`src/rtl/sweep_ctrl.sv`:
```
// sweep_ctrl: control stage for an 8-bit loadable up/down counter.
//
// Drives the counter's load/in/dir inputs and watches its output so the counter
// performs a triangle sweep lo -> hi -> lo between bounds programmed through a
// valid/ready handshake. While idle the counter is frozen by a continuous load
// of the held value. Completed sweeps are counted. With SWEEPS != 0 the block
// returns to idle by itself after that many sweeps. SWEEPS = 0 means free-run.
//
// Ports
//   clk          clock, rising edge
//   rstn         asynchronous active-low reset
//   i_cfg_valid  config offer, accepted only in idle
//   o_cfg_ready  config accept, high only in idle
//   i_cfg_lo     lower sweep bound
//   i_cfg_hi     upper sweep bound, must exceed i_cfg_lo
//   i_start      start request, sampled in idle
//   i_stop       abort request while busy
//   i_cnt        counter output fed back
//   o_load       counter load enable (combinational)
//   o_load_val   counter load value
//   o_dir        counter direction, 1 = up (combinational)
//   o_busy       block is not idle
//   o_sweep_done one-cycle pulse per completed sweep (registered)
//   o_err_cfg    sticky flag, set by a rejected config

module sweep_ctrl #(
  parameter int unsigned SWEEPS = 0
) (
  input  logic       clk,
  input  logic       rstn,
  input  logic       i_cfg_valid,
  output logic       o_cfg_ready,
  input  logic [7:0] i_cfg_lo,
  input  logic [7:0] i_cfg_hi,
  input  logic       i_start,
  input  logic       i_stop,
  input  logic [7:0] i_cnt,
  output logic       o_load,
  output logic [7:0] o_load_val,
  output logic       o_dir,
  output logic       o_busy,
  output logic       o_sweep_done,
  output logic       o_err_cfg
);

  localparam logic [1:0] StIdle = 2'd0;
  localparam logic [1:0] StLoad = 2'd1;
  localparam logic [1:0] StUp   = 2'd2;
  localparam logic [1:0] StDown = 2'd3;

  // Sweep count target in the width of the sweep counter.
  localparam logic [7:0] SweepsTgt = 8'(SWEEPS);
  localparam logic       AutoStop  = (SWEEPS != 0);

  logic [1:0] r_state;
  logic [7:0] r_lo;
  logic [7:0] r_hi;
  logic [7:0] r_hold;
  logic       r_cfg_ok;
  logic [7:0] r_sweep_cnt;
  logic       r_sweep_done;
  logic       r_err_cfg;

  logic [1:0] w_state_nxt;
  logic [7:0] w_lo_nxt;
  logic [7:0] w_hi_nxt;
  logic [7:0] w_hold_nxt;
  logic       w_cfg_ok_nxt;
  logic [7:0] w_sweep_cnt_nxt;
  logic       w_sweep_done_nxt;
  logic       w_err_cfg_nxt;

  logic       w_at_hi;
  logic       w_at_lo;
  logic [7:0] w_sweep_inc;
  logic       w_final;
  logic       w_cfg_good;
  logic [7:0] w_cnt_after;

  assign w_at_hi     = (i_cnt == r_hi);
  assign w_at_lo     = (i_cnt == r_lo);
  assign w_sweep_inc = r_sweep_cnt + 8'd1;
  assign w_final     = AutoStop && (w_sweep_inc == SweepsTgt);
  assign w_cfg_good  = (i_cfg_lo < i_cfg_hi);

  // Counter controls. The direction flips in the same cycle the counter sits
  // on a bound, so the counter never steps past lo or hi.
  always_comb begin
    o_load     = 1'b1;
    o_load_val = r_lo;
    o_dir      = 1'b1;
    case (r_state)
      StIdle: begin
        o_load_val = r_hold;
      end
      StLoad: begin
        o_load_val = r_lo;
      end
      StUp: begin
        o_load = 1'b0;
        o_dir  = ~w_at_hi;
      end
      StDown: begin
        if (w_at_lo) begin
          // Final sweep parks the counter on lo; otherwise turn around.
          o_load = w_final;
          o_dir  = 1'b1;
        end else begin
          o_load = 1'b0;
          o_dir  = 1'b0;
        end
      end
      default: begin
        o_load_val = r_hold;
      end
    endcase
  end

  // Value the counter will hold after the coming edge; captured on stop so the
  // idle load keeps the counter exactly where the abort left it.
  always_comb begin
    if (o_load) begin
      w_cnt_after = o_load_val;
    end else if (o_dir) begin
      w_cnt_after = i_cnt + 8'd1;
    end else begin
      w_cnt_after = i_cnt - 8'd1;
    end
  end

  always_comb begin
    w_state_nxt      = r_state;
    w_lo_nxt         = r_lo;
    w_hi_nxt         = r_hi;
    w_hold_nxt       = r_hold;
    w_cfg_ok_nxt     = r_cfg_ok;
    w_sweep_cnt_nxt  = r_sweep_cnt;
    w_sweep_done_nxt = 1'b0;
    w_err_cfg_nxt    = r_err_cfg;

    case (r_state)
      StIdle: begin
        if (i_cfg_valid) begin
          // A handshake in the same cycle as start suppresses the start.
          if (w_cfg_good) begin
            w_lo_nxt      = i_cfg_lo;
            w_hi_nxt      = i_cfg_hi;
            w_cfg_ok_nxt  = 1'b1;
            w_err_cfg_nxt = 1'b0;
          end else begin
            w_err_cfg_nxt = 1'b1;
          end
        end else if (i_start && r_cfg_ok) begin
          w_state_nxt = StLoad;
        end
      end
      StLoad: begin
        w_sweep_cnt_nxt = 8'd0;
        w_state_nxt     = StUp;
      end
      StUp: begin
        if (w_at_hi) begin
          w_state_nxt = StDown;
        end
      end
      StDown: begin
        if (w_at_lo) begin
          w_sweep_done_nxt = 1'b1;
          w_sweep_cnt_nxt  = w_sweep_inc;
          if (w_final) begin
            w_hold_nxt  = r_lo;
            w_state_nxt = StIdle;
          end else begin
            w_state_nxt = StUp;
          end
        end
      end
      default: begin
        w_state_nxt = StIdle;
      end
    endcase

    // Abort wins over every other transition; an interrupted sweep is not
    // reported as complete.
    if (i_stop && (r_state != StIdle)) begin
      w_state_nxt      = StIdle;
      w_hold_nxt       = w_cnt_after;
      w_sweep_cnt_nxt  = r_sweep_cnt;
      w_sweep_done_nxt = 1'b0;
    end
  end

  always_ff @(posedge clk or negedge rstn) begin
    if (!rstn) begin
      r_state      <= StIdle;
      r_lo         <= 8'd0;
      r_hi         <= 8'd0;
      r_hold       <= 8'd0;
      r_cfg_ok     <= 1'b0;
      r_sweep_cnt  <= 8'd0;
      r_sweep_done <= 1'b0;
      r_err_cfg    <= 1'b0;
    end else begin
      r_state      <= w_state_nxt;
      r_lo         <= w_lo_nxt;
      r_hi         <= w_hi_nxt;
      r_hold       <= w_hold_nxt;
      r_cfg_ok     <= w_cfg_ok_nxt;
      r_sweep_cnt  <= w_sweep_cnt_nxt;
      r_sweep_done <= w_sweep_done_nxt;
      r_err_cfg    <= w_err_cfg_nxt;
    end
  end

  assign o_cfg_ready  = (r_state == StIdle);
  assign o_busy       = (r_state != StIdle);
  assign o_sweep_done = r_sweep_done;
  assign o_err_cfg    = r_err_cfg;

endmodule

```
`config.mk`:
```
export PLATFORM = sky130hd
export DESIGN_NAME = sweep_ctrl
export DESIGN_NICKNAME = d
export VERILOG_FILES = /design/src/rtl/sweep_ctrl.sv
export SDC_FILE = /design/constraint.sdc
export NUM_CORES = 1
export LEC_CHECK = 0
export BUFFER_PORTS_ARGS = -buffer_cell sky130_fd_sc_hd__buf_2
export CAP_MARGIN = 40
export CORE_MARGIN = 1
export CORE_UTILIZATION = 61
export CTS_CLUSTER_DIAMETER = 40
export DETAILED_ROUTE_END_ITERATION = 16
export HOLD_SLACK_MARGIN = 0.06
export PLACE_DENSITY = 0.95
export SLEW_MARGIN = 20
export SYNTH_ARGS = -nofsm -noshare
export SYNTH_HDL_FRONTEND = slang
export SYNTH_SLANG_ARGS = --single-unit
```
`constraint.sdc`:
```
create_clock -name clk -period 6.82 [get_ports clk]
set_input_delay 0.682 -clock clk [delete_from_list [all_inputs] [get_ports clk]]
set_output_delay 0.682 -clock clk [all_outputs]
set_load 0.01 [all_outputs]
```
# == Yosys cells after proc, flatten, opt, wreduce, memory -nomap -nowiden ==
# Cells that the tools add are included.
# totals
elab_cells,43
regBits,29
# op_classes
n_eq_ne,9
reduce_logical,8
n_lt_le_gt_ge,1
bitwise_logic,1
n_mux,15
add_sub_neg,2
# op_table
op,count
$mux 8,3
$eq 8x8->1,2
$mux 2,5
$add 8x1->8 const B,1
$lt 8x8->1,1
$pmux 2 s4,1
$sub 8x1->8 const B,1
$ne 3x3->1 const B,2
$mux 1,5
$eq 2x2->1 const B,2
$reduce_and 4->1,1
$ne 3x1->1 const B,1
$ne 3x2->1 const B,1
$reduce_and 3->1,1
$eq 2x1->1 const B,1
$logic_and 1x1->1,2
$logic_not 2->1,1
$pmux 1 s2,1
$reduce_and 2->1,1
$reduce_bool 2->1,1
$reduce_or 2->1,1
$not 1->1,1

# == Depth between registers and ports, before layout ==
# depth
ltp_word,5
depth_mapped,12
ltp_nobuf,12

# == Worst setup path after synthesis ==
# No wires, ideal clock.
# synth_path
kind,in2reg
start,in i_cnt[5]
end,reg r_hold[6]
setup_time_ps,86
cell_stages,12
n_path_buf,0
t_required_ps,6734
setup_slack_ps,3618
arrival_ps,3116
path_cell_list,xor2_1 > nor4_1 > a21oi_1 > a311oi_2 > inv_1 > fa_1 > nor2b_1 > o21ai_0 > a21boi_0 > o21ai_0 > nor4b_1 > nor3_1
# synth_between
elab_chain_cells,5
elab_cells_between_ends,9
cone_classes,add/sub (2); eq/ne (2); mux (4); bitwise (1)
# synth_rtl
element,line,text
from (decl),37,"input logic [7:0] i_cnt,"
"$eq 8x8->1, on equally long branches","81, 80",
$mux 1 or $not 1->1 (tied branches),"104, 101",
$pmux 1 s2 *,92,case (r_state)
net o_dir,40,"output logic o_dir,"
$mux 8 *,124,end else if (o_dir) begin
$mux 8 *,122,if (o_load) begin
to (signal assigned),207,r_hold <= w_hold_nxt;
to (decl),58,logic [7:0] r_hold;
# Mark *: on every way through the listed nets, which the timed path passes. The rest lies on a longest branch.
# A chain may end at the register's enable or synchronous reset.

# == Final worst setup path ==
# layout_path
start,in i_cnt[5]
end,reg r_hold[6]
# layout_between
elab_chain_cells,5
elab_cells_between_ends,9
cone_classes,add/sub (2); eq/ne (2); mux (4); bitwise (1)
# layout_rtl
element,line
"parallel branches: the longest is 3 deep, another holds $sub 8x1->8",-
$mux 8 *,124
$mux 8 *,122
# Mark *: on every way between the ends.

==> flow_summary.ini <==
[floorplan]
io_pins = 43
fp-row-count = 22
core-area_um2 = 3771
initial_core_util_pct = 65.66
dieHeight_um = 65.71
die_w_um = 65.71
die-area_um2 = 4318

[timing]
setup_slack_ps = 3293
max_freq_mhz = 283.5
final.setup.tns_ps = 0
hold_viol = 0
whs_ps = 424.5
worstMarginPinSlew_ps = 797.5
period_share_pct = 51.72
relSlewSlack_pct = 46.83
drv_slew = 0
setup_viol = 0
grt_setup_unrepaired = false
clock_skew_ps = 5.645
period_minus_slack_ps = 3527

[clocking]
cts-resized-gates = 0
postCtsSetupBuffers = 0
cts.sinks = 29
hold_buffers = 0
cts_root_buf = clkbuf_8
clockBufferDepth = 2
cts_max_level = 2
cts_tree = done
path_clk_slew_ps = 60
clkLatencyLatePin_ps = 280
cts_buffers = 5

[final_layout]
area_delta_synth_final_pct = 13.64
fill_cells = 294
regArea_um2 = 725.7
antenna_cells = 0
drive_gt1_share_pct = 19.01
num-nets-final = 384
multi_input_area_um2 = 1599
final_cells = 390

[worst_setup_path]
path_class = primary input to register
cp_common_cell = o21ai_0
crit_path_end_kind = register
rr_startpoint = r_hi[5]
cp.arrival_ps = 3730
crit_required_ps = 7020
worst-path-buf-inv = 2
slowest_stage = a311oi_2
crit_path_max_fanout = 8
ff2ff_path_depth = 12
slowest_delay_ps = 620
timing.rr.end = r_hold[6]
rrSetupSlack_ps = 3380
cp_cell_sequence = buf_2, xor2_1, nor4_1, a21oi_1, a311oi_2, inv_1, fa_1, nor2b_1, o21ai_0, a21boi_0, o21ai_0, nor4b_1, nor3_1
worstSetupStartpointType = primary input
path_delay_family = compound AO/OA/AOI/OAI gates

[synthesis]
synth_fp_nets = 351
synth_flop_cell = dfrtp_1
synth_top_family_by_area = simple AND/OR/NAND/NOR gates
synth-async-reset-ratio_pct = 100.0
synthCells = 308
synth-edff-count = 0
synth_seq_area_share_pct = 29.31
synth_compound_area_share_pct = 22.44
synth_cell_types = 45
synthSimpleGateAreaFrac_pct = 23.95
ys_warn_count = 0
syn-cell-area_um2 = 2476
synth-seq-cells = 29
synthXorXnorAreaFrac_pct = 7.276
synthAdderAreaFrac_pct = 7.377
muxShareOfSynthArea_pct = 3.537
syn_area_per_cell_um2 = 8.039

[place]
place_congestion = 0.9363
dp_cells = 380
dpl.hpwl_mm = 4.429
io_buffer_count = 42
dp_worst_setup_slack_ps = 3076

[global_route]
grt_pass1_vias = 2310
grt_pass1_wl_mm = 10.52
grt_usage_pct = 32.14
grt_max_degree = 51
antenna_found_initial = 0
grt_overflow = 0

[power]
p_leak_nw = 1.255
p_total_mw = 0.7913
p_per_area_nw_per_um2 = 281.2
peakVddDrop_mv = 0.1199

[outcome]
outcome = complete, no violations

[detailed_routing]
via_per_inst = 6.554
via_count = 2556
wl_per_cell_um = 16.15
drt-pass1-iter-count = 5
drt_iter0_drc = 190
final_antenna_net_count = 0
drt-total-wl_mm = 6.299
route.detailed.drc = 0

[worst_hold_path]
hp-class = primary input to async pin

[run]
cap_viol_max_count = 0
state kept, by name, indices dropped and copies added, names as in the netlist:
register      count
r_hold            8
r_state           2
o_err_cfg         1
o_sweep_done      1
r_cfg_ok          1
r_lo              8
r_hi              8
cells in the final DEF, fill, tap and decap left out, types with 3 or more instances in the layout:
master	synthesis	final
nand3_1	20	20
dfrtp_1	29	29
buf_2	1	42
xor2_1	16	16
nor4_1	3	3
o21ai_0	29	29
nand2_1	41	41
nor3_1	4	4
o31ai_1	7	7
buf_4	0	4
a211oi_1	3	3
mux2_2	6	6
a31oi_1	17	17
ha_1	13	13
inv_1	17	17
a21oi_1	8	8
clkbuf_8	0	7
nor2_1	10	10
nand4_1	17	17
nor3b_1	10	10
a2111o_1	7	7
per-layer routing:
layer	vias up	track usage [%]	share of wire [%]
li1	1206	-	-
met1	1208	42.75	44
met2	131	50.51	47
met3	11	6.597	7.5
met4	0	13.04	1.8
met5	-	0	0
stage by stage:
step / area [um2] / utilization (%)
final: 2814 / 74.62
after global placement: 2685 / 71.20
after global routing: 2814 / 74.62
after floorplan: 2476 / -
after detailed placement: 2693 / 71.40
after CTS: 2794 / 74.09
worst max-delay path by stage:
stage                     startpoint         to  cells after the start
after floorplan             i_cnt[5]  r_hold[6]                     12
after global routing        i_cnt[5]  r_hold[6]                     13
final                       i_cnt[5]  r_hold[6]                     13
after detailed placement    i_cnt[5]  r_hold[6]                     13
after CTS                   i_cnt[5]  r_hold[6]                     13
after global placement      i_cnt[5]  r_hold[6]                     13
report_power, final:
part / internal [mW] / switching (mW) / total, mW
logic: 0.144 / 0.181 / 0.325
clock network: 0.0911 / 0.0666 / 0.158
registers: 0.232 / 0.0761 / 0.308
kinds of logic (layout without fill, tap and decap cells):
family,after synthesis,count (layout)
xor gates and xnor gates,19,19
buffers and inverters,40,74
and+or+nand+nor,114,114
adders and majority gates,14,14
DFF,29,29
muxes,8,8
AOI/OAI and AO/OA,84,84
Yosys cell counts (3+ instances only):
| master | instances | area share [%] |
|---|---|---|
| o31ai_1 | 7 | 2.1 |
| clkbuf_1 | 17 | 2.6 |
| nand4_1 | 17 | 4.3 |
| a31oi_1 | 17 | 4.3 |
| nor2_1 | 10 | 1.5 |
| a21oi_1 | 8 | 1.6 |
| xor2_1 | 16 | 5.7 |
| dfrtp_1 | 29 | 29 |
| buf_1 | 4 | 0.61 |
| inv_1 | 17 | 2.6 |
| nor3b_1 | 10 | 3.0 |
| mux2_2 | 6 | 2.7 |
| a211oi_1 | 3 | 0.91 |
| a2111o_1 | 7 | 3.2 |
| nand2_1 | 41 | 6.2 |
| nor4_1 | 3 | 0.76 |
| nand3_1 | 20 | 4.0 |
| nor3_1 | 4 | 0.81 |
| ha_1 | 13 | 6.6 |
| o21ai_0 | 29 | 5.9 |
layout make-up:
cell class                 instances  share of cell area [%]
tap                               48                   2.134
sequential                        29                   25.79
multi-input combinational        239                   56.83
clock buffer                       7                   3.424
clock inverter                     1                  0.1779
timing repair buffer              48                   9.249
inverter                          18                   2.401
Note: power is estimated with default switching activity, not from simulation.
